<file path="src/rtl/lcd_text_writer.sv">
// lcd_text_writer: turns a stream of host character bytes into HD44780-style
// instruction/data words for a downstream LCD driver, tracking the cursor.
//
// Handshakes (both sides): a word moves when valid and ready are high in the
// same cycle; once valid is raised, valid and its payload stay unchanged
// until that transfer happens (only reset may withdraw it).
//
// Optional feature: define LCD_TEXT_AUTOWRAP_EN to make a printable byte at
// the end of a line move to the start of the other line before printing.
// Without it such a byte is silently dropped.
module lcd_text_writer #(
    parameter int COLS = 16
) (
    input  logic       clk,
    input  logic       reset,
    input  logic       init_done,
    input  logic       in_valid,
    input  logic [7:0] in_data,
    output logic       in_ready,
    output logic       cmd_valid,
    output logic       cmd_rs,
    output logic [7:0] cmd_data,
    input  logic       cmd_ready,
    output logic       cursor_line,
    output logic [5:0] cursor_col,
    output logic [1:0] dbg_state
);

    typedef enum logic [1:0] {
        S_IDLE  = 2'd0,
        S_ADDR  = 2'd1,
        S_CHAR  = 2'd2,
        S_CLEAR = 2'd3
    } state_t;

    localparam logic [5:0] COLS_W = 6'(COLS);

    state_t     state, state_next;
    logic       armed;          // low for the first cycle after reset release
    logic [7:0] pend_char, pend_char_next;
    logic       pend_wrap, pend_wrap_next;  // S_ADDR is followed by S_CHAR
    logic       valid_next, rs_next;
    logic [7:0] data_next;
    logic       line_next;
    logic [5:0] col_next;

    logic accept, transfer, printable;

    assign in_ready  = reset && armed && init_done && (state == S_IDLE);
    assign accept    = in_valid && in_ready;
    assign transfer  = cmd_valid && cmd_ready;
    assign printable = (in_data >= 8'h20) && (in_data <= 8'h7E);
    assign dbg_state = state;

    // State and all command/cursor outputs are registered
    always_ff @(posedge clk) begin
        if (!reset) begin
            state       <= S_IDLE;
            armed       <= 1'b0;
            pend_char   <= 8'h00;
            pend_wrap   <= 1'b0;
            cmd_valid   <= 1'b0;
            cmd_rs      <= 1'b0;
            cmd_data    <= 8'h00;
            cursor_line <= 1'b0;
            cursor_col  <= 6'd0;
        end else begin
            state       <= state_next;
            armed       <= 1'b1;
            pend_char   <= pend_char_next;
            pend_wrap   <= pend_wrap_next;
            cmd_valid   <= valid_next;
            cmd_rs      <= rs_next;
            cmd_data    <= data_next;
            cursor_line <= line_next;
            cursor_col  <= col_next;
        end
    end

    // Next-state, next command word and cursor bookkeeping
    always_comb begin
        state_next     = state;
        pend_char_next = pend_char;
        pend_wrap_next = pend_wrap;
        valid_next     = cmd_valid;
        rs_next        = cmd_rs;
        data_next      = cmd_data;
        line_next      = cursor_line;
        col_next       = cursor_col;

        case (state)
            S_IDLE: begin
                if (accept) begin
                    if (printable) begin
                        if (cursor_col < COLS_W) begin
                            state_next = S_CHAR;
                            valid_next = 1'b1;
                            rs_next    = 1'b1;
                            data_next  = in_data;
                        end else begin
`ifdef LCD_TEXT_AUTOWRAP_EN
                            state_next     = S_ADDR;
                            valid_next     = 1'b1;
                            rs_next        = 1'b0;
                            data_next      = cursor_line ? 8'h80 : 8'hC0;
                            pend_char_next = in_data;
                            pend_wrap_next = 1'b1;
`endif
                        end
                    end else if (in_data == 8'h0A) begin
                        state_next     = S_ADDR;
                        valid_next     = 1'b1;
                        rs_next        = 1'b0;
                        data_next      = cursor_line ? 8'h80 : 8'hC0;
                        pend_wrap_next = 1'b0;
                    end else if (in_data == 8'h0C) begin
                        state_next = S_CLEAR;
                        valid_next = 1'b1;
                        rs_next    = 1'b0;
                        data_next  = 8'h01;
                    end
                    // every other code is swallowed without a command
                end
            end
            S_ADDR: begin
                if (transfer) begin
                    line_next = ~cursor_line;
                    col_next  = 6'd0;
                    if (pend_wrap) begin
                        state_next     = S_CHAR;
                        rs_next        = 1'b1;
                        data_next      = pend_char;
                        pend_wrap_next = 1'b0;
                    end else begin
                        state_next = S_IDLE;
                        valid_next = 1'b0;
                    end
                end
            end
            S_CHAR: begin
                if (transfer) begin
                    state_next = S_IDLE;
                    valid_next = 1'b0;
                    col_next   = cursor_col + 6'd1;
                end
            end
            S_CLEAR: begin
                if (transfer) begin
                    state_next = S_IDLE;
                    valid_next = 1'b0;
                    line_next  = 1'b0;
                    col_next   = 6'd0;
                end
            end
            default: state_next = S_IDLE;
        endcase
    end

endmodule
</file>
<file path="config.mk">
export PLATFORM = sky130hd
export DESIGN_NAME = lcd_text_writer
export DESIGN_NICKNAME = d
export VERILOG_FILES = /design/src/rtl/lcd_text_writer.sv
export SDC_FILE = /design/constraint.sdc
export NUM_CORES = 1
export LEC_CHECK = 0
export ABC_AREA = 1
export ABC_CLOCK_PERIOD_IN_PS = 1820
export BUFFER_PORTS_ARGS = -buffer_cell sky130_fd_sc_hd__buf_4
export CORE_MARGIN = 2
export CORE_UTILIZATION = 45
export CTS_CLUSTER_SIZE = 16
export DETAILED_ROUTE_END_ITERATION = 10
export GPL_ROUTABILITY_DRIVEN = 0
export PLACE_DENSITY = 0.81
export SLEW_MARGIN = 0
export SYNTH_ARGS = -nofsm -noshare
export SYNTH_HDL_FRONTEND = slang
export SYNTH_SLANG_ARGS = --single-unit
</file>
<file path="constraint.sdc">
create_clock -name clk -period 1.82 [get_ports clk]
set_input_delay 0.091 -clock clk [delete_from_list [all_inputs] [get_ports clk]]
set_output_delay 0.091 -clock clk [all_outputs]
set_load 0.02 [all_outputs]
</file>
* Word level (Yosys, flattened, before mapping)
Index checks and enable logic that the tools add are counted.
** Word-level totals
- Bits in registers :: 21
- Output and inout bits :: 20
** Operators by class
- Add/sub/neg operators :: 1
- $lt $le $gt $ge :: 3
- Equality and inequality tests :: 17
- Multiplexer cells :: 44
- Bitwise gates (word level) :: 1
- Reduce and logical (&&, ||, !) cells :: 18
** Operator list (count)
- $mux 8 :: 7
- $mux 1 :: 19
- $eq 8x4->1 const B :: 2
- $mux 2 :: 8
- $pmux 8 s2 :: 1
- $ne 2x2->1 const B :: 7
- $mux 6 :: 2
- $pmux 6 s2 :: 1
- $reduce_and 6->1 :: 2
- $reduce_and 5->1 :: 2
- $ge 8x6->1 const B :: 1
- $le 8x7->1 const B :: 1
- $mux 7 :: 1
- $add 6x1->6 const B :: 1
- $logic_and 1x1->1 :: 6
- $lt 6x5->1 const B :: 1
- $ne 2x1->1 const B :: 3
- $pmux 1 s2 :: 3
- $pmux 2 s3 :: 1
- $reduce_and 3->1 :: 2
- $reduce_bool 2->1 :: 3
- $eq 2x2->1 const B :: 2
- $ne 4x2->1 const B :: 1
- $reduce_or 2->1 :: 2
- 5 further kinds :: 5

* Longest topological paths before layout
Gate-level depths: netlist of run 1.
- Depth after elaboration :: 6
- Gate-level depth with buffers :: 11
- Gate-level depth less buffers :: 10

* Least setup slack after synthesis of run 1
Ideal clock, no wire load.
- Path kind :: flip-flop to flip-flop
- Start point :: reg state[0] (netlist: dbg_state[0])
- End point :: reg cmd_data[6]
- Library setup time :: 0.113 ns
- Data arrival time :: 1.394 ns
- Setup slack :: 0.313 ns
- Stages on the path, launching flop included :: 11
- Clock period less this slack :: 1.507 ns
- Cell sequence :: dfxtp_1 -> nand3_1 -> nand2_1 -> inv_2 -> nand2_1 -> nand2_1 -> inv_2 -> nand3_2 -> buf_6 -> nor2_1 -> nor2_1
** On the way
- Cells in the longest elaborated chain, start to end :: 5
- Elaborated cells on any way between the ends :: 12
** Ends and longest elaborated chain
- from (decl) :: RTL line 38 : state_t state, state_next;
- from (signal assigned) :: RTL line 68 : state <= state_next;
- $logic_not 2->1 :: RTL line 49, 91
- $logic_and 1x1->1 :: RTL line 49 : assign in_ready = reset && armed && init_done && (state == S_IDLE);
- $logic_and 1x1->1 :: RTL line 50 : assign accept = in_valid && in_ready;
- $ne 2x2->1 (no source line)
- $reduce_and 6->1 (no source line)
- to (signal assigned) :: RTL line 74 : cmd_data <= data_next;
- to (decl) :: RTL line 22 : output logic [7:0] cmd_data,
Parallel ways exist; a longest one is shown, timed or not.
A chain may end at the register's enable or synchronous reset.

* Final worst setup path of run 1
- Start point :: reg state[0] (netlist: dbg_state[0])
- End point :: reg cmd_data[0]
Same word-level chain as after synthesis.

==> metrics.md, run 1 <==
| Metric | Value |
|---|---|
| Sum of net half-perimeters after detailed placement | approximately 1.9 mm |
| Hold crit path type | in -> reg |
| Summed negative setup slack over all endpoints | 0 ns |
| Initial antenna violation count | 0 |
| Synth warn | 0 |
| Critical Path RT | between 2 and 2.5 ns |
| Wire length of the first global-routing pass | 3.93 mm |
| Max-cap check violation count | 0 |
| Slack of the critical path | around 0.18 ns |
| Sequential area share after synthesis | a little under two fifths |
| Count of filler cells inserted in the layout | 199 |
| Number of hold-slack violations in the final timing report | 0 |
| Avg Cell Area, Syn | ~6.6 um2 |
| Pin count of the biggest net entering global routing | 13 |
| Clock net sink count | 20 |
| Detailed-route DRC error count | 0 |
| Worst path cell trace | nand3_1 -> nand2_1 -> inv_2 -> nand2_1 -> nand2_1 -> inv_2 -> nand3_2 -> nand2_1 -> nand2_1 -> nor2_1 |
| Status | complete, no violations |
| Multi-input combinational cell area | ~540 um2 |
| Kind of cell adding the most delay to the critical path | simple AND/OR/NAND/NOR gates |
| Worst Setup Path Type | reg -> reg |
| Post-synthesis instance area | 0.00105 mm2 |
| Antenna cell count | 0 |
| Inst Count DP | 216 |
| Boundary pin count | 33 |
| Async S/R FF share, synth | 0% |
| Number of gates given a new drive strength after cts | 0 |
| Area of all placed cells without fillers | 0.00137 mm2 |
| Met2 usage | around a third |
| Register bit count reported by yosys | 20 |
| Max transition margin | approximately 80% |
| Cell with the largest stage delay on the worst path | sky130_fd_sc_hd__dfxtp_1 |
| Met1 track utilization from global routing | between 20% and 30% |
| Endpoints failing setup | 0 |
| Layout cell share with drive strength beyond 1 | a little over a quarter |
| Clock slew at the register clock pins of the worst setup and hold paths | about 0.12 ns |
| Peak-usage layer in the global routing report | met2 |
| DIE WIDTH | 52.3 um |
| Type of element capturing the critical path | flip-flop |
| Total clock buffers created by CTS | 3 |
| Clk_skew | slightly below 0.001 ns |
| Min Clock Period, post-route | between 1.5 and 2 ns |
| Power per standard cell area | 673 mW/mm2 |
| Largest incremental delay on the critical path | approximately 0.47 ns |
| H-tree depth | 1 |
| TritonCTS clock tree | done |
| Cell area after placement | between 0.001 and 0.0015 mm2 |
| Leakage component of the power | between 0.6 and 0.7 nW |
| Setup repair after global routing missed its margin | false |
| Final global-route overflow total | 0 |
| Final hold slack | ~0.10 ns |
| Skew-Pair Late Insertion Delay | about 0.3 ns |
| Number of slew-limit violations in the final report | 0 |
| Worst path bufs/invs | 2 |
| Number of rows created at floorplan | 17 |
| Register Area | between 400 and 500 um2 |
| Port-buffer cells | 32 |
| Floorplan die height | roughly 52 um |
| Routed wire length | about 2.4 mm |
| Final core area utilization | 62.0% |
| Routed wirelength normalized by instance count | 10.8 um |
| Overall track demand over capacity in global routing | 18.8% |
| Initial Util | ~47% |
| Critical Path Source Type | flip-flop |
| Number of nets at the end of the flow | between 200 and 250 |
| Post-detailed-route count of antenna-violating nets | 0 |
| Vias in the first global route | about 1000 |
| Number of vias per cell after detailed routing | just under 5 |
| Ys flop type | sky130_fd_sc_hd__dfxtp_1 |
| Period utilisation layout | between 80% and 90% |
| Root buffer cell | sky130_fd_sc_hd__clkbuf_4 |
| Via Count | between 1k and 1.5k |
| Relative area change from synthesis to final layout | 30.6% |
| Maximum fanout encountered on the critical timing path | 12 |
| Number of buffers on the longest clock path | 2 |
| Most frequent cell on the critical path | sky130_fd_sc_hd__nand2_1 |
| Maximum ir drop on the vdd rail | about 420 uV |
| Synthesized instance count | 158 |
| DRC violation total after the first TritonRoute iteration | 9 |
| Setup slack at placement | approximately 0.20 ns |
| 1st-pass router iterations | 4 |
| Number of enable flip-flop cells after synthesis | 0 |
| Number of nets in the synthesized netlist | 172 |
| Final cell count without fillers | 221 |
| Signal arrival time at the worst endpoint | between 1.5 and 2 ns |
| Number of library cell types mapped by synthesis | 25 |
| Slew of the pin with the lowest slew margin | 0.301 ns |
| CORE AREA | approximately 0.0022 mm2 |
| Maximum achievable frequency | 611 MHz |
| Die Outline Area | 0.00274 mm2 |
| Power after layout | roughly 0.9 mW |
| Global routing met3 resource utilization | between 3 and 4% |
==> metal layers <==
layer	vias up	share of wire, %	wire length [um]
met5	-	0	0
met4	0	0.84	20
met3	2	4.7	111
met2	29	49	1170
met1	477	45	1080
li1	571	-	-
==> logic make-up (layout without fill, tap and decap cells) <==
logic type | after synthesis | after routing | share of synthesized area, %
AO/OA/AOI/OAI | 20 | 20 | 10.7
adder cells (fa/ha/maj) | 1 | 1 | 1.19
buffers and inverters | 28 | 63 | 10.8
flip-flops | 20 | 20 | 38.1
AND/OR/NAND/NOR | 89 | 89 | 39.1
==> layout make-up <==
type	instances	share of cell area [%]
Tap cell	28	2.55
Sequential cell	20	29.2
Clock buffer	3	1.64
Inverter	26	7.12
Multi-Input combinational cell	110	39.1
Timing Repair Buffer	33	18.2
Clock inverter	1	2.19
==> Yosys cell counts (2+ instances only) <==
library cell	number	area share [%]
sky130_fd_sc_hd__nand3_1	5	2.4
sky130_fd_sc_hd__dfxtp_1	20	38
sky130_fd_sc_hd__nor2_1	20	7.2
sky130_fd_sc_hd__a21oi_1	14	6.7
sky130_fd_sc_hd__nand4_1	7	4.2
sky130_fd_sc_hd__nand2_2	7	4.2
sky130_fd_sc_hd__o21ai_0	2	0.95
sky130_fd_sc_hd__inv_1	21	7.5
sky130_fd_sc_hd__nand3_2	2	1.9
sky130_fd_sc_hd__inv_2	4	1.4
sky130_fd_sc_hd__nor3_1	3	1.4
sky130_fd_sc_hd__nand2_1	40	14
==> flip-flops by register name, summed over array words and instances (netlist names) <==
name and cells:
cursor_col 6, cmd_data 8, armed 1, dbg_state 2, cursor_line 1, cmd_valid 1
cmd_rs 1
==> worst min-delay path, delay by kind of cell <==
kind                   cells  cell delay, ns
AO/OA/AOI/OAI              1            0.06
buffers and inverters      1            0.13
AND/OR/NAND/NOR            1            0.08
==> report_power, final <==
group	switching, mW	leakage (nW)	internal [mW]
Combinational	0.0656	0.494	0.0438
Clock	0.142	0.0279	0.222
Sequential	0.00502	0.162	0.444
==> cell usage in the layout, fill, tap and decap left out, types with 2 or more instances in the layout <==
master                     synthesis  layout
sky130_fd_sc_hd__inv_1            21      21
sky130_fd_sc_hd__dfxtp_1          20      20
sky130_fd_sc_hd__buf_4             0      32
sky130_fd_sc_hd__nor3_1            3       3
sky130_fd_sc_hd__nand3_1           5       5
sky130_fd_sc_hd__nand3_2           2       2
sky130_fd_sc_hd__nand2_1          40      40
sky130_fd_sc_hd__o21ai_0           2       2
sky130_fd_sc_hd__nor2_1           20      20
sky130_fd_sc_hd__a21oi_1          14      14
sky130_fd_sc_hd__nand4_1           7       7
sky130_fd_sc_hd__inv_2             4       4
sky130_fd_sc_hd__clkbuf_4          0       3
sky130_fd_sc_hd__nand2_2           7       7
==> path summary, 6_finish.rpt <==
| path | startpoint | to | slack, ns | depth (start not counted) |
|---|---|---|---|---|
| worst max-delay path | dbg_state[0]$_SDFFE_PN0P_ | cmd_data[0]$_SDFFE_PN0P_ | 0.18 | 10 |
| worst min-delay path | in_data[2] | cmd_data[2]$_SDFFE_PN0P_ | 0.10 | 3 |
| worst max register to register | dbg_state[0]$_SDFFE_PN0P_ | cmd_data[0]$_SDFFE_PN0P_ | 0.18 | 10 |
| worst min register to register | cmd_rs$_SDFFE_PN0P_ | cmd_rs$_SDFFE_PN0P_ | 0.46 | 2 |
==> repair_timing <==
item,CTS,global route
hold buffers,1,0
buffers inserted,0,0
endpoints found under the hold margin,1,0
Note: power is estimated with default switching activity, not from simulation.
==> run 2, diff against run 1 <==
ABC_AREA = not set   (was 1)
BUFFER_PORTS_ARGS = -buffer_cell sky130_fd_sc_hd__buf_2   (was -buffer_cell sky130_fd_sc_hd__buf_4)
CORE_UTILIZATION = 48   (was 45)
PLACE_DENSITY = 0.86   (was 0.81)
==> run 2 against run 1 <==
Clock power fell by 46%. Utilization fell by 1.4 points. Maximum frequency fell by 2.5%. Hold slack got worse by 0.0055 ns. Die area fell by 14%. Routed wire length fell by 19%. Flip-flop and latch count did not move. Combinational power fell by 38%. Critical path depth fell by 6. Largest cell class unchanged. Largest power group unchanged.
==> metrics.md, run 2 <==
| Metric | Value |
|---|---|
| Status | complete, no violations |
| 1st-pass router iterations | 4 (unchanged) |
| Max transition margin | 65.7% (-14 points) |
| Initial Util | 49.5% (+2.0 points) |
| Wire length of the first global-routing pass | 3.22 mm (-18%) |
| Number of library cell types mapped by synthesis | 33 (+32%) |
| Detailed-route DRC error count | 0 (unchanged) |
| Number of hold-slack violations in the final timing report | 0 (unchanged) |
| Largest cells by area after synthesis | sky130_fd_sc_hd__dfxtp_1 42%, sky130_fd_sc_hd__mux2i_1 9.5%, sky130_fd_sc_hd__nand2_1 5.9%, sky130_fd_sc_hd__o21ai_0 4.2%, sky130_fd_sc_hd__nor2b_1 3.3% |
| Die Outline Area | 0.00235 mm2 (-14%) |
| Final global-route overflow total | 0 (unchanged) |
| Power per standard cell area | 607 mW/mm2 (-9.8%) |
| Relative area change from synthesis to final layout | 22.5% |
| Maximum achievable frequency | 596 MHz (-2.5%) |
| Routed wire length on met2 | 894 um (-24%) |
| Floorplan die height | 48.5 um (-7.2%) |
| Critical Path RT | 2.00 ns (-0.06 ns) |
| Synthesized instance count | 107 (-32%) |
| Maximum fanout encountered on the critical timing path | 11 (-1) |
| DIE WIDTH | 48.5 um (-7.2%) |
| Inst Count DP | 165 (-24%) |
| Setup slack at placement | 0.0671 ns (-0.136 ns) |
| Flip-flop count of the largest register, all copies and words added | 8 (unchanged) |
| Largest incremental delay on the critical path | 0.54 ns (+0.07 ns) |
| Most frequently used cell type in the post-synthesis netlist | sky130_fd_sc_hd__dfxtp_1 |
| DRC violation total after the first TritonRoute iteration | 5 (-4) |
| Number of nets in the synthesized netlist | 121 (-30%) |
| Leading cell types in the layout, fill and taps excluded | 32 x sky130_fd_sc_hd__buf_2, 20 x sky130_fd_sc_hd__dfxtp_1, 15 x sky130_fd_sc_hd__nand2_1 |
| Slack of the critical path | 0.142 ns (-0.0418 ns) |
| Final cell count without fillers | 168 (-24%) |
| TritonCTS clock tree | done |
| Routed wire length | 1.92 mm (-19%) |
| Commonest cells post-synth | 20 x sky130_fd_sc_hd__dfxtp_1, 15 x sky130_fd_sc_hd__nand2_1, 9 x sky130_fd_sc_hd__mux2i_1 |
| Number of buffers on the longest clock path | 2 (unchanged) |
| Sequential area share after synthesis | 42.1% (+4.0 points) |
| Worst Setup Path Type | reg -> reg |
| Top routing layer in use | met4 |
| Period utilisation layout | 92.2% (+2.3 points) |
| Number of enable flip-flop cells after synthesis | 0 (unchanged) |
| Summed negative setup slack over all endpoints | 0 ns (unchanged) |
| Hold crit path type | in -> reg |
| Signal arrival time at the worst endpoint | 1.85 ns (-0.03 ns) |
| Post-synthesis instance area | 951 um2 (-9.4%) |
| CORE AREA | 0.00192 mm2 (-13%) |
| Clk_skew | 0.000443 ns (-0.000549 ns) |
| Number of vias per cell after detailed routing | 5.35 (+9.5%) |
| Sum of net half-perimeters after detailed placement | 1.52 mm (-20%) |
| Endpoints failing setup | 0 (unchanged) |
| Skew-Pair Late Insertion Delay | 0.29 ns (about the same) |
| Min Clock Period, post-route | 1.68 ns (+0.0418 ns) |
| Number of nets at the end of the flow | 157 (-25%) |
| Via Count | 898 (-17%) |
| Total clock buffers created by CTS | 3 (unchanged) |
| Largest register by flop count | cmd_data |
| Avg Cell Area, Syn | 8.89 um2 (+34%) |
| Number of setup buffers added after CTS | 0 (unchanged) |
| Number of slew-limit violations in the final report | 0 (unchanged) |
| Async S/R FF share, synth | 0% (unchanged) |
| Critical Path Source Type | flip-flop |
| Amount of wire on met3 after detailed routing | 105 um (-5.4%) |
| Number of rows created at floorplan | 16 (-1) |
| Antenna cell count | 0 (unchanged) |
| Leakage component of the power | 0.574 nW (-16%) |
| Routed metal-1 wirelength | 881 um (-18%) |
| Kind of cell adding the most delay to the critical path | simple AND/OR/NAND/NOR gates |
| Synth warn | 0 (unchanged) |
| Vias in the first global route | 790 (-21%) |
| Clock net sink count | 20 (unchanged) |
| Ys flop type | sky130_fd_sc_hd__dfxtp_1 |
| Final hold slack | 0.0962 ns (-0.00545 ns) |
| Power after layout | 0.707 mW (-23%) |
| Post-detailed-route count of antenna-violating nets | 0 (unchanged) |
| Initial antenna violation count | 0 (unchanged) |
| Clock slew at the register clock pins of the worst setup and hold paths | 0.10 ns (-0.02 ns) |
| Root buffer cell | sky130_fd_sc_hd__clkbuf_4 |
| Post-synth top area share | 42.1% (+4.0 points) |
| Slew of the pin with the lowest slew margin | 0.513 ns (+0.212 ns) |
| H-tree depth | 1 (unchanged) |
| Most common cell after layout, fill and taps aside | sky130_fd_sc_hd__buf_2 |
| Worst path bufs/invs | 0 (-2) |
| Setup repair after global routing missed its margin | false |
| Overall track demand over capacity in global routing | 17.4% (-1.4 points) |
| Type of element capturing the critical path | flip-flop |
| Cell with the largest stage delay on the worst path | sky130_fd_sc_hd__or4b_1 |
| Routed wirelength normalized by instance count | 11.5 um (+6.3%) |
| Pin count of the biggest net entering global routing | 20 (+7) |
| Layout cell share with drive strength beyond 1 | 29.1% (+2.1 points) |
| Leading area contributor after synthesis | sky130_fd_sc_hd__dfxtp_1 |
| Max-cap check violation count | 0 (unchanged) |
| Register bit count reported by yosys | 20 (unchanged) |
| Count of filler cells inserted in the layout | 188 (-5.5%) |
| Boundary pin count | 33 (unchanged) |
| Worst path cell trace | nand3_2 -> or4b_1 -> a221o_2 -> mux2i_1 |
| Maximum ir drop on the vdd rail | 448 uV (+7.2%) |
| Port-buffer cells | 32 (unchanged) |
-- run 2: path summary, 6_finish.rpt --
kind | cells past startpoint | slack [ns] | from | to
worst max register to register | 4 | 0.14 | armed$_DFF_P_ | cmd_data[3]$_SDFFE_PN0P_
worst max-delay path | 4 | 0.14 | armed$_DFF_P_ | cmd_data[3]$_SDFFE_PN0P_
worst min register to register | 2 | 0.47 | cmd_rs$_SDFFE_PN0P_ | cmd_rs$_SDFFE_PN0P_
worst min-delay path | 3 | 0.1 | in_data[1] | cmd_data[1]$_SDFFE_PN0P_
-- run 2: stage by stage --
step,cell area (um2),util [%]
floorplan,951,-
global placement,1140,59.4
detailed placement,1140,59.4
CTS,1160,60.5
global route,1160,60.6
finish,1160,60.6
-- run 2: timing repair --
action | CTS | global route
hold buffers | 0 | 0
setup endpoints to repair | 0 | 10
gates resized for setup | 0 | 1
-- run 2: cells by family (layout without fill, tap and decap cells) --
kind of cell    after synthesis  after routing  share of synthesized area [%]
compound gates               22             22                           14.9
xor+xnor                      4              4                           3.68
fa+ha+maj                     1              1                           1.32
buf+inv                       5             39                           3.16
flops                        20             20                           42.1
mux                           9              9                           9.47
simple gates                 46             46                           25.4
-- run 2: final cells by class --
| type | count | area (um2) | area share, % |
|---|---|---|---|
| tap | 27 | 33.8 | 2.90 |
| multi-input combinational | 82 | 522 | 44.8 |
| sequential | 20 | 400 | 34.4 |
| clock buffer | 3 | 22.5 | 1.93 |
| inverter | 1 | 3.75 | 0.322 |
| timing repair buffer | 35 | 183 | 15.7 |
-- run 2: per-layer routing --
layer | vias to the layer above | GRT usage [%]
li1 | 452 | -
met1 | 415 | 22.8
met2 | 27 | 27.1
met3 | 4 | 3.09
met4 | 0 | 10.0
met5 | - | 0
-- run 2: worst min-delay path, delay by kind of cell --
family                 cells  cell delay, ns
muxes                      1            0.06
buffers and inverters      1            0.12
AOI/OAI and AO/OA          1            0.06
-- run 2: power breakdown --
group | total (mW) | switching, mW | internal, mW
clock | 0.195 | 0.118 | 0.0769
sequential | 0.444 | 0.00239 | 0.442
combinational | 0.0675 | 0.0383 | 0.0292
total | 0.707 | 0.159 | 0.548
==> run 3, diff against run 2 <==
BUFFER_PORTS_ARGS = not set   (was -buffer_cell sky130_fd_sc_hd__buf_2)
CORE_UTILIZATION = 50   (was 48)
DONT_BUFFER_PORTS = 1   (was not set)
PLACE_DENSITY = 0.74   (was 0.86)
==> run 3 against run 2 <==
Cell area down 4.8%. Via count down 2.8%. Utilization up 2.2 points. Sequential share of layout area up 1.7 points. Highest routed layer unchanged. Sequential power up 0.9%. Total power up 8.0%. First-iteration DRC count rose to 3.0 times the previous value. Die area down 3.7%. Clock power up 34%. Flip-flop and latch count unchanged. Critical endpoint is now cmd_data[7]$_SDFFE_PN0P_.
==> metrics.md, run 3 (synthesis gave the netlist of run 2 again) <==
| Metric | Value |
|---|---|
| Boundary pin count | 33 (unchanged) |
| Number of setup buffers added after CTS | 0 (unchanged) |
| Floorplan die height | 47.6 um (-1.9%) |
| Maximum achievable frequency | 582 MHz (-2.2%) |
| Pin count of the biggest net entering global routing | 19 (-5.0%) |
| Total clock buffers created by CTS | 3 (unchanged) |
| Number of nets at the end of the flow | 135 (-14%) |
| Largest incremental delay on the critical path | 0.57 ns (+0.03 ns) |
| Critical Path Source Type | flip-flop |
| Clock net sink count | 20 (unchanged) |
| Maximum fanout encountered on the critical timing path | 11 (unchanged) |
| Internal reg-to-reg setup slack | 0.10 ns (-0.04 ns) |
| Critical Path RT | 2.02 ns (+0.02 ns) |
| Leading cell types in the layout, fill and taps excluded | 20 x sky130_fd_sc_hd__dfxtp_1, 15 x sky130_fd_sc_hd__nand2_1, 9 x sky130_fd_sc_hd__mux2i_1 |
| Vias in the first global route | 788 (-0.25%) |
| Port-buffer cells | 0 (-100%) |
| Flip-flop count of the largest register, all copies and words added | 8 (unchanged) |
| Leakage component of the power | 0.469 nW (-18%) |
| Min Clock Period, post-route | 1.72 ns (+0.0385 ns) |
| Root buffer cell | sky130_fd_sc_hd__clkbuf_4 |
| Detailed-route DRC error count | 0 (unchanged) |
| Skew-Pair Late Insertion Delay | 0.30 ns (about the same) |
| Initial Util | 53.9% (+4.4 points) |
| Max transition margin | 59.7% (-6.0 points) |
| Power after layout | 0.763 mW (+8.0%) |
| Worst Hold Launch | cmd_ready |
| Wire length of the first global-routing pass | 3.30 mm (+2.4%) |
| Status | complete, no violations |
| Final global-route overflow total | 0 (unchanged) |
| Type of element capturing the critical path | flip-flop |
| Number of slew-limit violations in the final report | 0 (unchanged) |
| Routed wire length | 2.21 mm (+15%) |
| Area of all placed cells without fillers | 0.00111 mm2 (-4.8%) |
| Initial antenna violation count | 0 (unchanged) |
| Sum of net half-perimeters after detailed placement | 1.55 mm (+1.9%) |
| Number of rows created at floorplan | 15 (-1) |
| Post-detailed-route count of antenna-violating nets | 0 (unchanged) |
| End of the worst register-to-register path | cmd_data[7]$_SDFFE_PN0P_ |
| Routed wirelength normalized by instance count | 15.2 um (+33%) |
| Slew of the pin with the lowest slew margin | 0.603 ns (+0.0907 ns) |
| Antenna cell count | 0 (unchanged) |
| Cell with the largest stage delay on the worst path | sky130_fd_sc_hd__or4b_1 |
| Via Count | 873 (-2.8%) |
| DIE WIDTH | 47.6 um (-1.9%) |
| Max-cap check violation count | 0 (unchanged) |
| Cell area after placement | 0.00100 mm2 (-12%) |
| Number of hold-slack violations in the final timing report | 0 (unchanged) |
| Layout cell share with drive strength beyond 1 | 10.8% (-18 points) |
| 1st-pass router iterations | 6 (+2) |
| TritonCTS clock tree | done |
| Clk_skew | 0.00627 ns (+0.00582 ns) |
| Relative area change from synthesis to final layout | 16.6% |
| Count of cells along the worst register-to-register path | 3 (-1) |
| End point of the critical path | cmd_data[7]$_SDFFE_PN0P_ |
| Overall track demand over capacity in global routing | 21.3% (+3.9 points) |
| Worst Setup Path Type | reg -> reg |
| Worst path cell trace | or4b_1 -> a221o_2 -> mux2i_1 |
| Count of filler cells inserted in the layout | 158 (-16%) |
| Period utilisation layout | 94.3% (+2.1 points) |
| Reg-to-Reg Start | dbg_state[1]$_SDFFE_PN0P_ |
| H-tree depth | 1 (unchanged) |
| Final core area utilization | 62.8% (+2.2 points) |
| Clock slew at the register clock pins of the worst setup and hold paths | 0.12 ns (+0.02 ns) |
| DRC violation total after the first TritonRoute iteration | 15 (+10) |
| Power per standard cell area | 688 mW/mm2 (+13%) |
| Start point of the critical path | dbg_state[1]$_SDFFE_PN0P_ |
| Summed negative setup slack over all endpoints | 0 ns (unchanged) |
| Signal arrival time at the worst endpoint | 1.91 ns (+0.06 ns) |
| CORE AREA | 0.00176 mm2 (-8.2%) |
| Setup repair after global routing missed its margin | false |
| Number of buffers on the longest clock path | 2 (unchanged) |
| Hold crit path type | in -> reg |
| Maximum ir drop on the vdd rail | 455 uV (+1.6%) |
| Endpoints failing setup | 0 (unchanged) |
| Most common cell after layout, fill and taps aside | sky130_fd_sc_hd__dfxtp_1 |
| Largest register by flop count | cmd_data |
| Die Outline Area | 0.00227 mm2 (-3.7%) |
| Number of vias per cell after detailed routing | 6.02 (+13%) |
run 3: routing by layer:
| metal | wire length [um] | up-vias | global-route usage [%] |
|---|---|---|---|
| li1 | - | 415 | - |
| met2 | 1100 | 43 | 37.6 |
| met3 | 192 | 8 | 5.66 |
| met5 | 0 | - | 0 |
| met1 | 866 | 407 | 23.2 |
| met4 | 52 | 0 | 11.4 |
run 3: timing repair:
| item | in CTS | in global routing |
|---|---|---|
| resized for setup | 0 | 1 |
| hold buffers | 7 | 0 |
| endpoints found under the setup margin | 0 | 11 |
| hold endpoints to repair | 20 | 0 |
run 3: layout make-up:
class	count	area (um2)	area share [%]
Sequential cell	20	400	36.1
Multi-Input combinational cell	82	522	47.1
Inverter	1	3.75	0.339
Timing Repair Buffer	13	115	10.4
Tap cell	25	31.3	2.82
Clock buffer	4	36.3	3.27
run 3: how the worst min path moves through the flow:
| stage | endpoint | slack (ns) | depth (start not counted) |
|---|---|---|---|
| CTS | dbg_state[1]$_SDFFE_PN0P_ | 0.0006 | 3 |
| finish | dbg_state[1]$_SDFFE_PN0P_ | 0.003 | 3 |
| global placement | armed$_DFF_P_ | 0.12 | 0 |
| floorplan | armed$_DFF_P_ | 0.12 | 0 |
| detailed placement | armed$_DFF_P_ | 0.12 | 0 |
| global route | cmd_data[0]$_SDFFE_PN0P_ | 0.02 | 2 |
run 3: report_power, final:
part / internal [mW] / switching, mW / leakage [nW]
Clock: 0.122 / 0.139 / 0.0210
Combinational: 0.0276 / 0.0258 / 0.286
Sequential: 0.442 / 0.00626 / 0.162
Total: 0.592 / 0.171 / 0.469
run 3: critical path: cells and delay by family, from the launching register on:
family	cells	cell delay, ns
muxes	1	0.17
AOI/OAI and AO/OA	1	0.46
DFF	1	0.41
and+or+nand+nor	1	0.57
run 3: through the flow:
| step | hold slack, ns | instances | setup WS [ns] |
|---|---|---|---|
| final | 0.00312 | 145 | 0.103 |
| after global routing | 0.0197 | 145 | 0.0346 |
| after CTS | 0.000619 | 145 | 0.00294 |
| after detailed placement | 0.120 | 134 | 0.0189 |
| after global placement | 0.120 | 134 | 0.0644 |
| after floorplan | 0.119 | 107 | 0.0893 |
